[config.mk]
export PLATFORM = sky130hd
export DESIGN_NAME = enigma_keyer
export DESIGN_NICKNAME = d
export VERILOG_FILES = /design/src/rtl/enigma_keyer.sv
export SDC_FILE = /design/constraint.sdc
export NUM_CORES = 1
export LEC_CHECK = 0
export ABC_CLOCK_PERIOD_IN_PS = 2400
export BUFFER_PORTS_ARGS = -buffer_cell sky130_fd_sc_hd__buf_2
export CAP_MARGIN = 30
export CORE_ASPECT_RATIO = 1.2
export CORE_MARGIN = 4
export CORE_UTILIZATION = 40
export DETAILED_ROUTE_END_ITERATION = 8
export HOLD_SLACK_MARGIN = 0.03
export PLACE_DENSITY = 0.68
export SLEW_MARGIN = 15
export SYNTH_ARGS = -nofsm -noshare
export SYNTH_HDL_FRONTEND = slang
export SYNTH_SLANG_ARGS = --single-unit
[constraint.sdc]
create_clock -name clk -period 2.4 [get_ports clk]
set_input_delay 0.24 -clock clk [delete_from_list [all_inputs] [get_ports clk]]
set_output_delay 0.24 -clock clk [all_outputs]
set_load 0.03 [all_outputs]
[src/rtl/enigma_keyer.sv]
// enigma_keyer: sequences Enigma machine button presses from NEXT/PLUG/ENCRYPT commands.
// Optional macro ENIGMA_KEYER_STATS_EN adds a 16-bit count of good ENCRYPT transfers (enc_count).
module enigma_keyer #(
  parameter int SETUP_CYCLES   = 1,
  parameter int PRESS_CYCLES   = 1,
  parameter int RELEASE_CYCLES = 2
) (
  input  logic        clk,
  input  logic        rst_n,
  input  logic        cmd_valid,
  output logic        cmd_ready,
  input  logic [1:0]  cmd_op,
  input  logic [4:0]  cmd_a,
  input  logic [4:0]  cmd_b,
  output logic [3:0]  btns,
  output logic [17:0] switches,
  input  logic [4:0]  ledr_in,
  output logic        rsp_valid,
  input  logic        rsp_ready,
  output logic [4:0]  rsp_letter,
  output logic        rsp_err
`ifdef ENIGMA_KEYER_STATS_EN
  ,
  output logic [15:0] enc_count
`endif
);
  localparam logic [2:0] IDLE    = 3'd0;
  localparam logic [2:0] SETUP   = 3'd1;
  localparam logic [2:0] PRESS   = 3'd2;
  localparam logic [2:0] RELEASE = 3'd3;
  localparam logic [2:0] SAMPLE  = 3'd4;
  localparam logic [2:0] RESP    = 3'd5;
  localparam logic [1:0] OP_PLUG = 2'b01;
  localparam logic [1:0] OP_ENC  = 2'b10;
  localparam logic [3:0] SC = 4'(SETUP_CYCLES);
  localparam logic [3:0] PC = 4'(PRESS_CYCLES);
  localparam logic [3:0] RC = 4'(RELEASE_CYCLES);
  logic [2:0]  state, nxt;
  logic [3:0]  cnt;
  logic [1:0]  op;
  logic [16:0] sw;
  logic        mach_rst, accept, bad;
  assign cmd_ready = state == IDLE && !mach_rst;
  assign accept    = cmd_valid && cmd_ready;
  assign bad       = cmd_a > 5'd25 || (cmd_op == OP_PLUG && cmd_b > 5'd25) || cmd_op == 2'b11;
  assign rsp_valid = state == RESP;
  assign switches  = {mach_rst, sw};
  // Next state: bad ENCRYPT goes straight to RESP, other bad commands are swallowed in IDLE
  always_comb begin
    case (state)
      IDLE:    nxt = !accept ? IDLE : !bad ? SETUP : cmd_op == OP_ENC ? RESP : IDLE;
      SETUP:   nxt = cnt == SC ? PRESS : SETUP;
      PRESS:   nxt = cnt == PC ? RELEASE : PRESS;
      RELEASE: nxt = cnt != RC ? RELEASE : op == OP_ENC ? SAMPLE : IDLE;
      SAMPLE:  nxt = RESP;
      RESP:    nxt = rsp_ready ? IDLE : RESP;
      default: nxt = IDLE;
    endcase
  end
  // State, per-state counter (restarts at 1 on entry, saturates) and machine-reset pulse
  always_ff @(posedge clk or negedge rst_n) begin
    if (!rst_n) begin
      state    <= IDLE;
      cnt      <= 4'd0;
      mach_rst <= 1'b1;
    end else begin
      state    <= nxt;
      cnt      <= nxt != state ? 4'd1 : cnt == 4'd15 ? cnt : cnt + 4'd1;
      mach_rst <= 1'b0;
    end
  end
  // Command capture; switches only move on the edge that enters SETUP
  always_ff @(posedge clk or negedge rst_n) begin
    if (!rst_n) begin
      op <= 2'b00;
      sw <= 17'd0;
    end else if (accept) begin
      op <= cmd_op;
      if (!bad && cmd_op == OP_PLUG) sw[9:0] <= {cmd_b, cmd_a};
      else if (!bad && cmd_op == OP_ENC) sw[4:0] <= cmd_a;
    end
  end
  // Buttons registered from next state so at most one is ever low and never glitches
  always_ff @(posedge clk or negedge rst_n) begin
    if (!rst_n) btns <= 4'hf;
    else btns <= nxt != PRESS ? 4'hf : op == OP_PLUG ? 4'b0111 : 4'b1110;
  end
  // Response capture: machine lamp letter in SAMPLE, or error for a rejected ENCRYPT
  always_ff @(posedge clk or negedge rst_n) begin
    if (!rst_n) begin
      rsp_letter <= 5'd0;
      rsp_err    <= 1'b0;
    end else if (state == SAMPLE) begin
      rsp_letter <= ledr_in;
      rsp_err    <= ledr_in > 5'd25;
    end else if (accept && bad && cmd_op == OP_ENC) begin
      rsp_letter <= 5'd0;
      rsp_err    <= 1'b1;
    end
  end
`ifdef ENIGMA_KEYER_STATS_EN
  // Count successful ENCRYPT results handed to the consumer; wraps naturally
  always_ff @(posedge clk or negedge rst_n) begin
    if (!rst_n) enc_count <= 16'd0;
    else if (state == RESP && rsp_ready && !rsp_err) enc_count <= enc_count + 16'd1;
  end
`endif
endmodule

==> flow_summary_export.csv, run 1 <==
group,metric,value,unit
outcome,status,"complete, no violations",
synthesis,synth.area.top_cells,"dfrtp_1, mux2_2, dfstp_2",
routing,drt-pass1-iter-count,4,
sta,fmax,483,MHz
grt,grt_pass1_wl,5360,µm
placed_design,io_buffers,41,
synthesis,ys_seq_area_share,45.1,%
routing,drt-total-wl,3140,µm
grt,grt-ovfl-total,0,
grt,antenna_found_initial,0,
pwr,p_seq_share,38.4,%
synthesis,syn_avg_cell_area,10.6,µm²
critical_path,crit_type,"reg -> reg",
critical_path,cp_data_required_time,2560,ps
grt,grt_max_degree,29,
pwr,p_per_area,1170,mW/mm²
routing,routedWlPerCell,13.1,µm
floorplanning,start_util,42.2,%
hold_path,hold_path.class,"in -> reg",
floorplanning,dieArea,0.00497,mm²
synthesis,ys_async_sr_fraction,100,%
synthesis,synth-seq-cells,28,
clock_network,post_cts_buffers,0,
floorplanning,fp.dieH,76.4,µm
clock_network,cts_buffers,3,
clock_network,cts_tree,"yes",
critical_path,cp-end-kind,"flip-flop",
layout,stdcell_area,0.00183,mm²
synthesis,synth_edf_count,0,
synthesis,synth_area,0.00156,mm²
grt,globalRouteTotalUtil,13.3,%
sta,tightest_slew,605,ps
pwr,peakVddDrop,0.627,mV
synthesis,ys_types,44,
layout,area_growth,17.2,%
pwr,p_leak,0.000902,µW
critical_path,path_max_fanout,11,
sta,fin_crit_sh,86.2,%
routing,viasPerCell,4.96,
placed_design,gp_congestion,0.788,
critical_path,critPathLaunchType,"flip-flop",
sta,finalMaxSlewViolations,0,
clock_network,cts_sinks,28,
placed_design,dp_hpwl,2510,µm
sta,setup_viol,0,
clock_network,path_clk_slew,90,ps
floorplanning,io_pins,51,
pwr,total_power,2140,µW
layout,final_common_cell,"buf_2",
sta,finalHoldViolCount,0,
routing,post-route-drc-count,0,
pwr,power.clock.fraction,11.8,%
sta,maxSlewHeadroom,59.7,%
synthesis,synth_cells,147,
sta,rsz0062_at_grt,"no",
grt,grt_pass1_vias,1207,
pwr,p_int,1180,µW
sta,min_period,2070,ps
routing,drt_iter0_drc,33,
placed_design,placed_area,0.00177,mm²
clock_network,clk_path_buf_depth,2,
synthesis,synth_warnings,7,
layout,n_antenna_cell,0,
clock_network,htreeDepth,1,
synthesis,synthFlopType,"dfrtp_1",
floorplanning,die_w,65.0,µm
pwr,p_sw,958,µW
sta,skew,5.88,ps
critical_path,worstPathArrival,2230,ps
synthesis,synth_top_area_cell,"dfrtp_1",
sta,tns,0,ps
layout,drive_above_1_share,36.2,%
clock_network,insertion_delay,270,ps
floorplanning,fp.coreArea,0.00369,mm²
flow_run,drv_cap,0,
clock_network,cts_root_buf,"clkbuf_8",
pwr,p_sw_share,44.8,%
routing,num_vias,1191,
floorplanning,num_rows,24,
sta,hold-worst-slack,177,ps
clock_network,post_cts_resized,0,
layout,final_cell_mix,"buf_2, dfrtp_1, nand2_1, conb_1, mux2_2",
layout,nets,213,
routing,antenna_left,0,
pwr,pwr-share-comb,49.8,%
synthesis,synth_top_area_share,40.1,%
-- area by class of cell --
class / count / area [µm²]
Fill cell: 364 / 1870
Multi-Input combinational cell: 106 / 768
Sequential cell: 28 / 704
Timing Repair Buffer: 42 / 215
Tap cell: 52 / 65.1
Clock buffer: 4 / 45.0
Inverter: 8 / 30.0
-- logic make-up after synthesis --
logic type / after synthesis / synth area share (%)
flops: 28 / 45.1
buf+inv: 21 / 7.54
mux: 14 / 10.0
simple gates: 51 / 20.0
compound gates: 27 / 13.9
fa+ha+maj: 3 / 2.41
other cells: 2 / 0.481
xor+xnor: 1 / 0.561
-- per-stage QoR --
step / util [%] / std cells / setup slack [ps]
2_1_floorplan: - / 155 / 374
3_3_place_gp: 48.0 / 235 / 398
3_5_place_dp: 48.0 / 235 / 344
4_1_cts: 49.5 / 240 / 303
5_1_grt: 49.5 / 240 / 203
6_report: 49.5 / 240 / 331
-- what timing repair did --
| item | in CTS | in global routing |
|---|---|---|
| hold buffers | 1 | 0 |
| setup endpoints to repair | 0 | 0 |
| hold endpoints to repair | 25 | 0 |
-- power by group through the flow --
stage	sequential, µW	combinational (µW)	clock (µW)
final	821	1070	253
after global routing	855	1160	285
after CTS	825	1070	260
after detailed placement	828	1070	0
after global placement	819	1060	0
after floorplan	1070	555	0
-- layer usage --
layer	wire (µm)	global-route usage, %	vias up
met3	186	2.36	2
li1	-	-	586
met1	1310	16.2	565
met5	0	0	-
met2	1610	23.3	38
met4	27	4.36	0
-- worst max-delay path, stage by stage, from the launching register on --
cell and delay, ps:
dfrtp_1 490, or4_4 550, inv_2 90, nand2_4 90, a211oi_4 350, mux2_2 380
-- cells in the mapped netlist, types with 2 or more instances --
master	number
and3_1	4
mux2_2	9
nand3b_1	2
ha_1	3
buf_4	10
nand3_1	2
a21oi_1	4
nor2_1	7
dfstp_2	3
o2111a_1	2
inv_1	7
o21ai_0	8
nand4bb_1	2
nand4b_1	2
nand2b_1	2
dfrtp_1	25
nor2b_1	3
conb_1	2
nand2_1	16
and2_1	2
mux2_1	4
o211ai_1	4
clkbuf_1	2
o2111ai_1	2
-- sequential cells by signal (all words and copies together), names as in the netlist --
name and cells:
switches 10, rsp_letter 5, cnt 4, state 3, btns 2, op 2, mach_rst 1, rsp_err 1
-- worst paths after layout --
path	startpoint	slack (ps)	cells after the start	to
max in group asynchronous	rst_n	1490	2	op[1]
min in group asynchronous	rst_n	510	2	switches[5]
max	state[0]	330	5	switches[0]
max reg2reg	state[0]	330	5	switches[0]
min reg2reg	op[0]	500	1	btns[3]
min	ledr_in[0]	180	3	rsp_letter[0]
(Power assumes the default switching activity.)
==> run 2: changes to the inputs <==
- CAP_MARGIN: 30 -> 20
- CORE_UTILIZATION: 40 -> 50
- PLACE_DENSITY: 0.68 -> 0.82
==> flow_summary_export.csv, run 2 (synthesized netlist as in run 1, its figures left out) <==
group,metric,value,unit
floorplanning,die_w,59.0,µm
critical_path,path_max_fanout,11,
layout,final_common_cell,"buf_2",
placed_design,pre_cts_ws,345,ps
flow_run,drv_cap,0,
routing,antenna_left,0,
clock_network,clk_path_buf_depth,2,
layout,regArea,704,µm²
sta,fin_crit_sh,88.7,%
layout,nets,213,
sta,fmax,470,MHz
hold_path,hold_path.class,"in -> reg",
placed_design,dp_hpwl,2670,µm
grt,grt_max_degree,29,
floorplanning,start_util,54.0,%
floorplanning,dieArea,0.00408,mm²
grt,grt_pass1_vias,1278,
floorplanning,fp.coreArea,0.00289,mm²
routing,drt_iter0_drc,27,
critical_path,cp_num_buf_inv,1,
layout,n_antenna_cell,0,
routing,drt-total-wl,3430,µm
routing,drt-pass1-iter-count,4,
pwr,p_per_area,1230,mW/mm²
sta,finalMaxSlewViolations,0,
routing,num_vias,1248,
grt,antenna_found_initial,0,
critical_path,slowest_stage,"or4_4",
sta,tns,0,ps
layout,multi_input_area,768,µm²
pwr,peakVddDrop,0.929,mV
sta,skew,6.34,ps
grt,grt_pass1_wl,5800,µm
floorplanning,io_pins,51,
layout,drive_above_1_share,36.7,%
grt,globalRouteTotalUtil,18.0,%
placed_design,placed_cells,217,
sta,maxSlewHeadroom,55.7,%
sta,finalHoldViolCount,0,
layout,largest_register_ff_count,10,
critical_path,critPathLaunchType,"flip-flop",
clock_network,cts_sinks,28,
clock_network,cts_root_buf,"clkbuf_4",
grt,grt-ovfl-total,0,
critical_path,crit_type,"reg -> reg",
pwr,p_leak,0.000907,µW
clock_network,cts_tree,"yes",
critical_path,crit_family,"simple AND/OR/NAND/NOR gates",
layout,fillers,243,
critical_path,worstPathCellList,"or4_4 > inv_2 > nand2_4 > nor4_2 > o21ai_0",
sta,tightest_slew,659,ps
clock_network,post_cts_resized,0,
routing,post-route-drc-count,0,
floorplanning,fp.dieH,69.2,µm
layout,layout.cells.non_filler,222,
routing,routedWlPerCell,15.4,µm
clock_network,htreeDepth,1,
sta,setup_viol,0,
critical_path,cp-end-kind,"flip-flop",
critical_path,cp_data_required_time,2600,ps
layout,area_growth,16.2,%
placed_design,gp_congestion,0.918,
sta,setup_ws,272,ps
critical_path,worstPathArrival,2330,ps
clock_network,cts_buffers,3,
placed_design,io_buffers,41,
clock_network,path_clk_slew,150,ps
layout,final_cell_mix,"buf_2, dfrtp_1, nand2_1, conb_1, mux2_2",
sta,rsz0062_at_grt,"no",
pwr,total_power,2220,µW
floorplanning,num_rows,21,
critical_path,slowest_delay,560,ps
sta,min_period,2130,ps
routing,viasPerCell,5.62,
clock_network,insertion_delay,330,ps
outcome,status,"complete, no violations",
clock_network,post_cts_buffers,0,
## run 2: changes by cell type in the layout (fill, tap and decap cells not counted)
cell	before	now
clkbuf_4	0	3
clkbuf_8	3	0
bufinv_16	0	1
clkbuf_1	1	0
## run 2: cell type report
class | count | area share (%)
multi-input combinational | 106 | 42.4
inverter | 8 | 1.66
clock buffer | 3 | 1.24
timing repair buffer | 42 | 11.9
tap | 34 | 2.35
sequential | 28 | 38.9
clock inverter | 1 | 1.66
## run 2: where the power goes
group	switching [µW]	total (µW)	internal, µW
combinational	693	1090	393
clock	141	310	169
sequential	156	826	670
total	989	2220	1230
## run 2: worst paths after layout
kind | start | cells past startpoint | slack, ps | end
worst max-delay path | state[0] | 5 | 270 | rsp_letter[0]
worst min-delay path | ledr_in[0] | 3 | 120 | rsp_letter[0]
worst max register to register | state[0] | 5 | 270 | rsp_letter[0]
worst min register to register | switches[1] | 1 | 510 | switches[1]
max in group asynchronous | rst_n | 2 | 1590 | state[1]
min in group asynchronous | rst_n | 2 | 420 | rsp_err
## run 2: timing repair
item	4_1_cts	5_1_grt
hold buffers	1	0
endpoints found under the hold margin	25	0
endpoints found under the setup margin	0	0
## run 2: through the flow
stage / hold WS, ps / instance area (µm²) / utilization, %
2_1_floorplan: -55.6 / 1590 / -
3_3_place_gp: 267 / 1750 / 60.6
3_5_place_dp: 284 / 1750 / 60.6
4_1_cts: 117 / 1810 / 62.7
5_1_grt: 108 / 1810 / 62.7
6_report: 120 / 1810 / 62.7
## run 2: worst reg2reg max path: cells and delay by family (launching register included)
| kind | cells | cell delay (ps) |
|---|---|---|
| buffers and inverters | 1 | 100 |
| AOI/OAI and AO/OA | 1 | 210 |
| DFF | 1 | 530 |
| and+or+nand+nor | 3 | 1160 |
## run 2: per-layer routing
metal | wire (µm) | global-route usage (%)
met1 | 1250 | 21.1
met3 | 225 | 3.17
met2 | 1890 | 31.7
met4 | 54 | 6.80
met5 | 0 | 0
